File: config.mk
export PLATFORM = sky130hd
export DESIGN_NAME = inference_scheduler
export DESIGN_NICKNAME = d
export VERILOG_FILES = /design/src/rtl/inference_scheduler.sv
export SDC_FILE = /design/constraint.sdc
export NUM_CORES = 1
export LEC_CHECK = 0
export BUFFER_PORTS_ARGS = -buffer_cell sky130_fd_sc_hd__buf_4
export CORE_MARGIN = 2
export CORE_UTILIZATION = 51
export DETAILED_ROUTE_END_ITERATION = 16
export GPL_TIMING_DRIVEN = 0
export PLACE_DENSITY = 0.76
export REMOVE_ABC_BUFFERS = 1
export SLEW_MARGIN = 40
export SYNTH_ARGS = -nofsm -noshare
export SYNTH_HDL_FRONTEND = slang
export SYNTH_SLANG_ARGS = --single-unit
File: constraint.sdc
create_clock -name clk -period 2 [get_ports clk]
set_input_delay 0.1 -clock clk [delete_from_list [all_inputs] [get_ports clk]]
set_output_delay 0.1 -clock clk [all_outputs]
set_load 0.05 [all_outputs]
File: src/rtl/inference_scheduler.sv
// inference_scheduler
//
// Sequences handwritten-digit inference between the canvas writer, the two
// shared canvas/input block RAMs and the neural network.
//   - Forwards accepted canvas writes to both RAMs one cycle later.
//   - Sweeps zeros across the whole memory on a clear request.
//   - Pulses nn_start once drawing has gone quiet (or on start_req, see below).
//   - Holds the last valid prediction for the display (4'hF = none).
//
// Build option:
//   MANUAL_START_EN - when defined, DIRTY -> START happens only on start_req and
//                     no quiet counter is built; start_req during RUN marks the
//                     running result stale. When undefined, a QUIET_CYCLES
//                     timeout starts inference and start_req is ignored.
//
// Ports:
//   clk            system clock
//   rst            synchronous, active-low reset
//   draw_we/addr/data  canvas write request
//   clear_req      single-cycle clear request
//   start_req      single-cycle manual start (MANUAL_START_EN only)
//   mem_we/addr/data   registered write port to both RAMs
//   nn_start       single-cycle inference start
//   nn_done        single-cycle inference complete, nn_result valid with it
//   predict_number held prediction
//   busy           high in START, RUN or CLEAR

module inference_scheduler #(
    parameter int unsigned MEM_DEPTH    = 784,
    parameter int unsigned ADDR_W       = 10,
    parameter int unsigned QUIET_CYCLES = 2500000
) (
    input  logic              clk,
    input  logic              rst,
    input  logic              draw_we,
    input  logic [ADDR_W-1:0] draw_addr,
    input  logic              draw_data,
    input  logic              clear_req,
    input  logic              start_req,
    output logic              mem_we,
    output logic [ADDR_W-1:0] mem_addr,
    output logic              mem_data,
    output logic              nn_start,
    input  logic              nn_done,
    input  logic [3:0]        nn_result,
    output logic [3:0]        predict_number,
    output logic              busy
);

    localparam logic [ADDR_W:0]   DepthExt = (ADDR_W + 1)'(MEM_DEPTH);
    localparam logic [ADDR_W-1:0] LastAddr = ADDR_W'(MEM_DEPTH - 1);

    typedef enum logic [2:0] {
        StIdle,
        StDirty,
        StStart,
        StRun,
        StClear
    } state_e;

    state_e            state_q, state_d;
    logic              stale_q, stale_d;
    logic              pend_q, pend_d;
    logic [3:0]        predict_q, predict_d;
    logic              mem_we_q, mem_we_d;
    logic [ADDR_W-1:0] mem_addr_q, mem_addr_d;
    logic              mem_data_q, mem_data_d;

    logic addr_ok;
    logic clear_now;
    logic wr_ok;
    logic start_go;
    logic stale_evt;
    logic load_cnt;
    logic enter_clr;

    assign addr_ok   = ({1'b0, draw_addr} < DepthExt);
    // A clear that will be acted on (or latched in START) wins over a same-cycle write.
    assign clear_now = clear_req && (state_q inside {StIdle, StDirty, StStart});
    assign wr_ok     = draw_we && addr_ok && (state_q != StClear) && !clear_now;

`ifdef MANUAL_START_EN
    logic unused_load;

    assign start_go    = start_req;
    assign stale_evt   = wr_ok || start_req;
    assign unused_load = load_cnt;
`else
    localparam int unsigned    CntW      = (QUIET_CYCLES > 0) ? $clog2(QUIET_CYCLES + 1) : 1;
    localparam logic [CntW-1:0] CntReload = CntW'(QUIET_CYCLES);

    logic [CntW-1:0] cnt_q;
    logic            unused_start;

    // Start when this cycle's decrement brings the counter to zero; a write reloads instead.
    assign start_go     = !wr_ok && (cnt_q <= CntW'(1));
    assign stale_evt    = wr_ok;
    assign unused_start = start_req;

    always_ff @(posedge clk) begin
        if (!rst) begin
            cnt_q <= '0;
        end else if (load_cnt) begin
            cnt_q <= CntReload;
        end else if ((state_q == StDirty) && (cnt_q != '0)) begin
            cnt_q <= cnt_q - CntW'(1);
        end
    end
`endif

    always_comb begin
        state_d    = state_q;
        stale_d    = stale_q;
        pend_d     = pend_q;
        predict_d  = predict_q;
        load_cnt   = 1'b0;
        enter_clr  = 1'b0;
        mem_we_d   = wr_ok;
        mem_addr_d = wr_ok ? draw_addr : mem_addr_q;
        mem_data_d = wr_ok ? draw_data : mem_data_q;

        case (state_q)
            StIdle: begin
                if (clear_req) begin
                    enter_clr = 1'b1;
                end else if (wr_ok) begin
                    state_d  = StDirty;
                    load_cnt = 1'b1;
                end
            end
            StDirty: begin
                if (clear_req) begin
                    enter_clr = 1'b1;
                end else begin
                    load_cnt = wr_ok;
                    if (start_go) begin
                        state_d = StStart;
                    end
                end
            end
            StStart: begin
                // The start pulse always goes out; a clear here waits for nn_done.
                state_d = StRun;
                if (clear_req) begin
                    pend_d = 1'b1;
                end
            end
            StRun: begin
                if (stale_evt) begin
                    stale_d = 1'b1;
                end
                if (clear_req) begin
                    pend_d = 1'b1;
                end
                if (nn_done) begin
                    if (pend_q || clear_req) begin
                        enter_clr = 1'b1;
                    end else if (stale_q || stale_evt) begin
                        state_d  = StDirty;
                        load_cnt = 1'b1;
                        stale_d  = 1'b0;
                    end else begin
                        predict_d = nn_result;
                        state_d   = StIdle;
                    end
                end
            end
            StClear: begin
                mem_data_d = 1'b0;
                if (mem_addr_q == LastAddr) begin
                    mem_we_d   = 1'b0;
                    mem_addr_d = mem_addr_q;
                    state_d    = StIdle;
                    predict_d  = 4'hF;
                    stale_d    = 1'b0;
                    pend_d     = 1'b0;
                end else begin
                    mem_we_d   = 1'b1;
                    mem_addr_d = mem_addr_q + ADDR_W'(1);
                end
            end
            default: begin
                state_d = StIdle;
            end
        endcase

        // First sweep write is issued on the cycle the FSM enters CLEAR.
        if (enter_clr) begin
            state_d    = StClear;
            mem_we_d   = 1'b1;
            mem_addr_d = '0;
            mem_data_d = 1'b0;
        end
    end

    always_ff @(posedge clk) begin
        if (!rst) begin
            state_q    <= StIdle;
            stale_q    <= 1'b0;
            pend_q     <= 1'b0;
            predict_q  <= 4'hF;
            mem_we_q   <= 1'b0;
            mem_addr_q <= '0;
            mem_data_q <= 1'b0;
        end else begin
            state_q    <= state_d;
            stale_q    <= stale_d;
            pend_q     <= pend_d;
            predict_q  <= predict_d;
            mem_we_q   <= mem_we_d;
            mem_addr_q <= mem_addr_d;
            mem_data_q <= mem_data_d;
        end
    end

    assign mem_we         = mem_we_q;
    assign mem_addr       = mem_addr_q;
    assign mem_data       = mem_data_q;
    assign nn_start       = (state_q == StStart);
    assign busy           = (state_q inside {StStart, StRun, StClear});
    assign predict_number = predict_q;

endmodule
Word-level counts from Yosys, hierarchy flattened
Index checks and enable logic that the tools add are counted.

Muxes and demuxes: 42. Reductions and logical operators: 29. Equality and inequality tests: 23. Magnitude comparators: 2. Add/sub/neg operators: 2. Bitwise gates (word level): 1.

Operators with widths (number): $mux 22 (2); $mux 10 (3); $mux 3 (8); $ne 3x3->1 const B (8); $le 22x1->1 const B (1); $reduce_bool 22->1 (1); $sub 22x1->22 const B (1); $mux 1 (19); $ne 2x2->1 const B (9); $mux 4 (4); $pmux 3 s5 (1); $reduce_and 7->1 (2); $add 10x1->10 const B (1); $eq 10x10->1 const B (1); $lt 10x10->1 const B (1); $pmux 4 s2 (1); $reduce_bool 2->1 (4); $reduce_or 2->1 (4); $eq 3x2->1 const B (2); $logic_and 1x1->1 (6); $pmux 1 s2 (3); $reduce_bool 3->1 (2); $reduce_and 5->1 (1); $reduce_and 2->1 (2); 10 further kinds (12).

Logic and storage cells: 109. Output and inout port bits: 18. Bits in registers: 43. Input bits: 21.

Logic depth before layout (Yosys ltp)
Word-level depth: 11. Depth in mapped cells: 8. Gate-level depth less buffers: 7.

Worst setup path before layout
OpenSTA, ideal clock, no wires.

Path kind: flip-flop to flip-flop. Start: register cnt_q[9]. End: register cnt_q[15]. Clock period less this slack: 2.126 ns. Arrival: 2.055 ns. Required time: 1.929 ns. Library setup time: 0.071 ns. Cell stages (with the launch flop): 6. Setup slack: -0.126 ns. Path through: dfxtp_1 or4_4 or3_1 or3_1 or4_1 a21oi_1.

Word-level cells in the longest chain between the ends: 2. Elaborated cells between the ends (all ways): 3.

RTL lines: start, declared (RTL line 92) `logic [CntW-1:0] cnt_q;`; start signal, assigned (RTL line 104) `cnt_q <= CntReload;`; start signal, assigned (RTL line 106) `cnt_q <= cnt_q - CntW'(1);`; parallel branches: the longest is 2 deep, another holds $sub 22x1->22.

Parallel ways; which one is timed is not known. A chain may end at the register's enable or synchronous reset.

Final worst setup path
Ends and elaborated chain as after synthesis.

==> results.cfg <==
[worst_setup_path]
cp_top_family = simple AND/OR/NAND/NOR gates
start_kind = register
setup.worst_path.start = cnt_q[9]
slowest_delay_ns = 0.51
crit_arrival_ns = 2.41
r2r_start = cnt_q[9]
cp-end-kind = register
crit_required_ns = 2.24
critPathMaxFanout = 2
critical_path.cell_chain = or4_4, or3_4, or3_4, or4_4, a21oi_2
crit_slowest_cell = or4_4
path_buf_inv = 0
crit_type = register to register

[yosys]
ys_seq_area_share_pct = 35.9
ys.warnings.count = 0
ys.flop_type = dfxtp_1
synth_cell_type_count = 49
yosysTopAreaCell = dfxtp_1
ys_ff_latch = 43
synth_edf_count = 0
synth_top_cells_by_area = dfxtp_1, nand2_1, nor2_1
synth.avg_cell_area_um2 = 8.04
synth_area_um2 = 2400
synth_top_area_share_pct = 35.9
syn_inst = 298
ys_async_sr_fraction_pct = 0

[floorplanning]
die-area_um2 = 5260
io_pins = 39
row_count = 24
start_util_pct = 53.9
coreArea_um2 = 4440
die_h_um = 72.5
fp.dieW_um = 72.5

[sta]
fin_crit_sh_pct = 108
fin_skew_ns = 0.0101
rsz0062_at_grt = true
slew_violations = 0
setup_ws_ns = -0.167
hold_viol_final = 0
max_slew_margin_pct = 55.5
fin_hold_ws_ns = 0.00325
fmax_mhz = 461
tightest_slew_ns = 0.668
setup-violations-final = 9
fin_crit_ns = 2.17

[routing]
drt_first_pass_iters = 4
routed_wl_um = 6710
route.detailed.drc = 0
avgViaCountPerCell = 6.36
dr_total_vias = 2545
first_iter_violations = 311
avgRoutedWirePerCell_um = 16.8
ant_nets = 0

[outcome]
run_status = finished with violations
violations = setup timing

[clock_tree]
clk_latency_ns = 0.30
clkSinkCount = 43
root_buffer = clkbuf_8
cts_buffers = 5
cts_tree = done
clkTransAtPathRegs_ns = 0.09
clock_path_buffers = 2
h-tree-depth = 2

[placement]
hpwl_um = 3870
gp_congestion = 0.831
dp_slack_ns = -0.922
portBuffers = 37
dpl.cell_count = 371
postPlaceCellArea_um2 = 2690

[layout]
design_area_um2 = 3160
area_delta_synth_final_pct = 31.9
drive_gt1_share_pct = 31.0
antenna_cells = 0
post-route-util_pct = 71.1
fill_cells = 354
multi_input_area_um2 = 1650
final_nets = 372
final_cells = 400
regArea_um2 = 881

[grt]
grt_start_max_net_pins = 18
grt_pass1_vias = 2218
grt_first_pass_wirelength_um = 10500
grt_usage_pct = 25.0
antenna_found_initial = 0
grt-ovfl-total = 0

[power]
peakVddDrop_mv = 0.459
powerDensity_nw_per_um2 = 804
p_leak_uw = 0.00117

[worst_hold_path]
holdCritStartpoint = nn_result[2]
holdCritPathClass = input port to register

[run]
drv_cap = 0
==> power by group <==
part / switching, uW / internal (uW) / total (uW)
clock network: 306 / 367 / 672
registers: 78.4 / 910 / 988
logic: 502 / 379 / 880
==> state kept, by name, summed over array words and instances, names as in the netlist <==
signal	cells
state_q	3
pend_q	1
mem_addr	10
predict_number	4
mem_we	1
cnt_q	22
mem_data	1
stale_q	1
==> cell families (layout without fill, tap and decap cells) <==
family	count (synthesis)	in the layout	share of synthesized area [%]
buffers and inverters	23	71	3.71
muxes	2	2	0.836
xor gates and xnor gates	11	11	4.02
DFF	43	43	35.9
AOI/OAI and AO/OA	83	85	23.1
and+or+nand+nor	133	133	30.9
adders and majority gates	3	3	1.57
==> per-layer routing <==
layer | wire length [um] | GRT usage (%) | vias up
met4 | 125 | 6.79 | 0
met1 | 3080 | 35.7 | 1206
met3 | 434 | 4.44 | 15
li1 | - | - | 1228
met2 | 3060 | 38.8 | 96
met5 | 0 | 0 | -
==> synth_stat cells (2+ instances only) <==
library cell,count
o211ai_1,3
a2bb2oi_1,2
nand3_1,11
ha_1,3
nand2b_1,5
mux2i_1,2
a21boi_0,2
and4_1,3
or4_2,2
nand3b_1,3
xor2_1,2
or4_1,14
or3_1,6
buf_2,2
a21oi_1,20
o41ai_1,2
a31oi_1,6
nor4_1,4
o22a_1,4
o31ai_1,11
a211oi_1,6
nand2_1,29
xnor2_1,9
clkbuf_1,14
inv_1,7
a32o_1,3
dfxtp_1,43
nor3_1,10
nor3b_1,4
o21ai_0,15
a311oi_1,3
nand4_1,3
nor2_1,29
==> what timing repair did <==
| action | CTS | global route |
|---|---|---|
| hold endpoints to repair | 2 | 0 |
| endpoints found under the setup margin | 40 | 33 |
| setup buffers | 14 | 4 |
| pin swaps | 10 | 10 |
| resized for setup | 23 | 27 |
| hold buffers | 2 | 0 |
| cloned | 1 | 1 |
==> area by class of cell <==
class                      instances  share of cell area, %
inverter                           7                  0.831
clock inverter                     1                  0.950
multi-input combinational        234                   52.2
timing repair buffer              57                   13.8
clock buffer                       6                   2.30
tap                               52                   2.06
sequential                        43                   27.9
==> worst paths after layout <==
| check | slack [ns] | cells past startpoint | end |
|---|---|---|---|
| min reg2reg | 0.49 | 1 | predict_number[2] |
| max | -0.17 | 5 | cnt_q[15] |
| min | 0.003 | 2 | predict_number[2] |
| max reg2reg | -0.17 | 5 | cnt_q[15] |
==> layout by cell type (no fill, tap or decap), types with 3 or more instances in the layout <==
| cell type | netlist | layout |
|---|---|---|
| buf_4 | 0 | 54 |
| dfxtp_1 | 43 | 33 |
| nor2_1 | 29 | 27 |
| nand2_1 | 29 | 25 |
| a21oi_1 | 20 | 19 |
| or4_1 | 14 | 12 |
| o21ai_0 | 15 | 11 |
| o31ai_1 | 11 | 10 |
| nor3_1 | 10 | 10 |
| nand3_1 | 11 | 10 |
| xnor2_1 | 9 | 9 |
| inv_1 | 7 | 7 |
| dfxtp_2 | 0 | 7 |
| a31oi_1 | 6 | 5 |
| clkbuf_8 | 0 | 5 |
| nand2b_1 | 5 | 4 |
| nand2_2 | 0 | 4 |
| o22a_1 | 4 | 4 |
| a211oi_1 | 6 | 4 |
| or3_1 | 6 | 4 |
| nor4_4 | 1 | 3 |
| nand3b_1 | 3 | 3 |
| nor3b_1 | 4 | 3 |
| o211ai_1 | 3 | 3 |
| nand4_1 | 3 | 3 |
| and4_1 | 3 | 3 |
| o21ai_1 | 0 | 3 |
| or4_4 | 1 | 3 |
| a311oi_1 | 3 | 3 |
| a32o_1 | 3 | 3 |
| ha_1 | 3 | 3 |
| dfxtp_4 | 0 | 3 |
==> metrics by stage <==
stage / power (uW) / setup TNS, ns
2_1_floorplan: 1440 / -5.37
3_5_place_dp: 1630 / -19.37
3_3_place_gp: 1610 / -27.57
5_1_grt: 2660 / -2.07
6_report: 2540 / -0.696
4_1_cts: 2420 / -0.172
No activity file was read; power rests on OpenSTA's default activity.
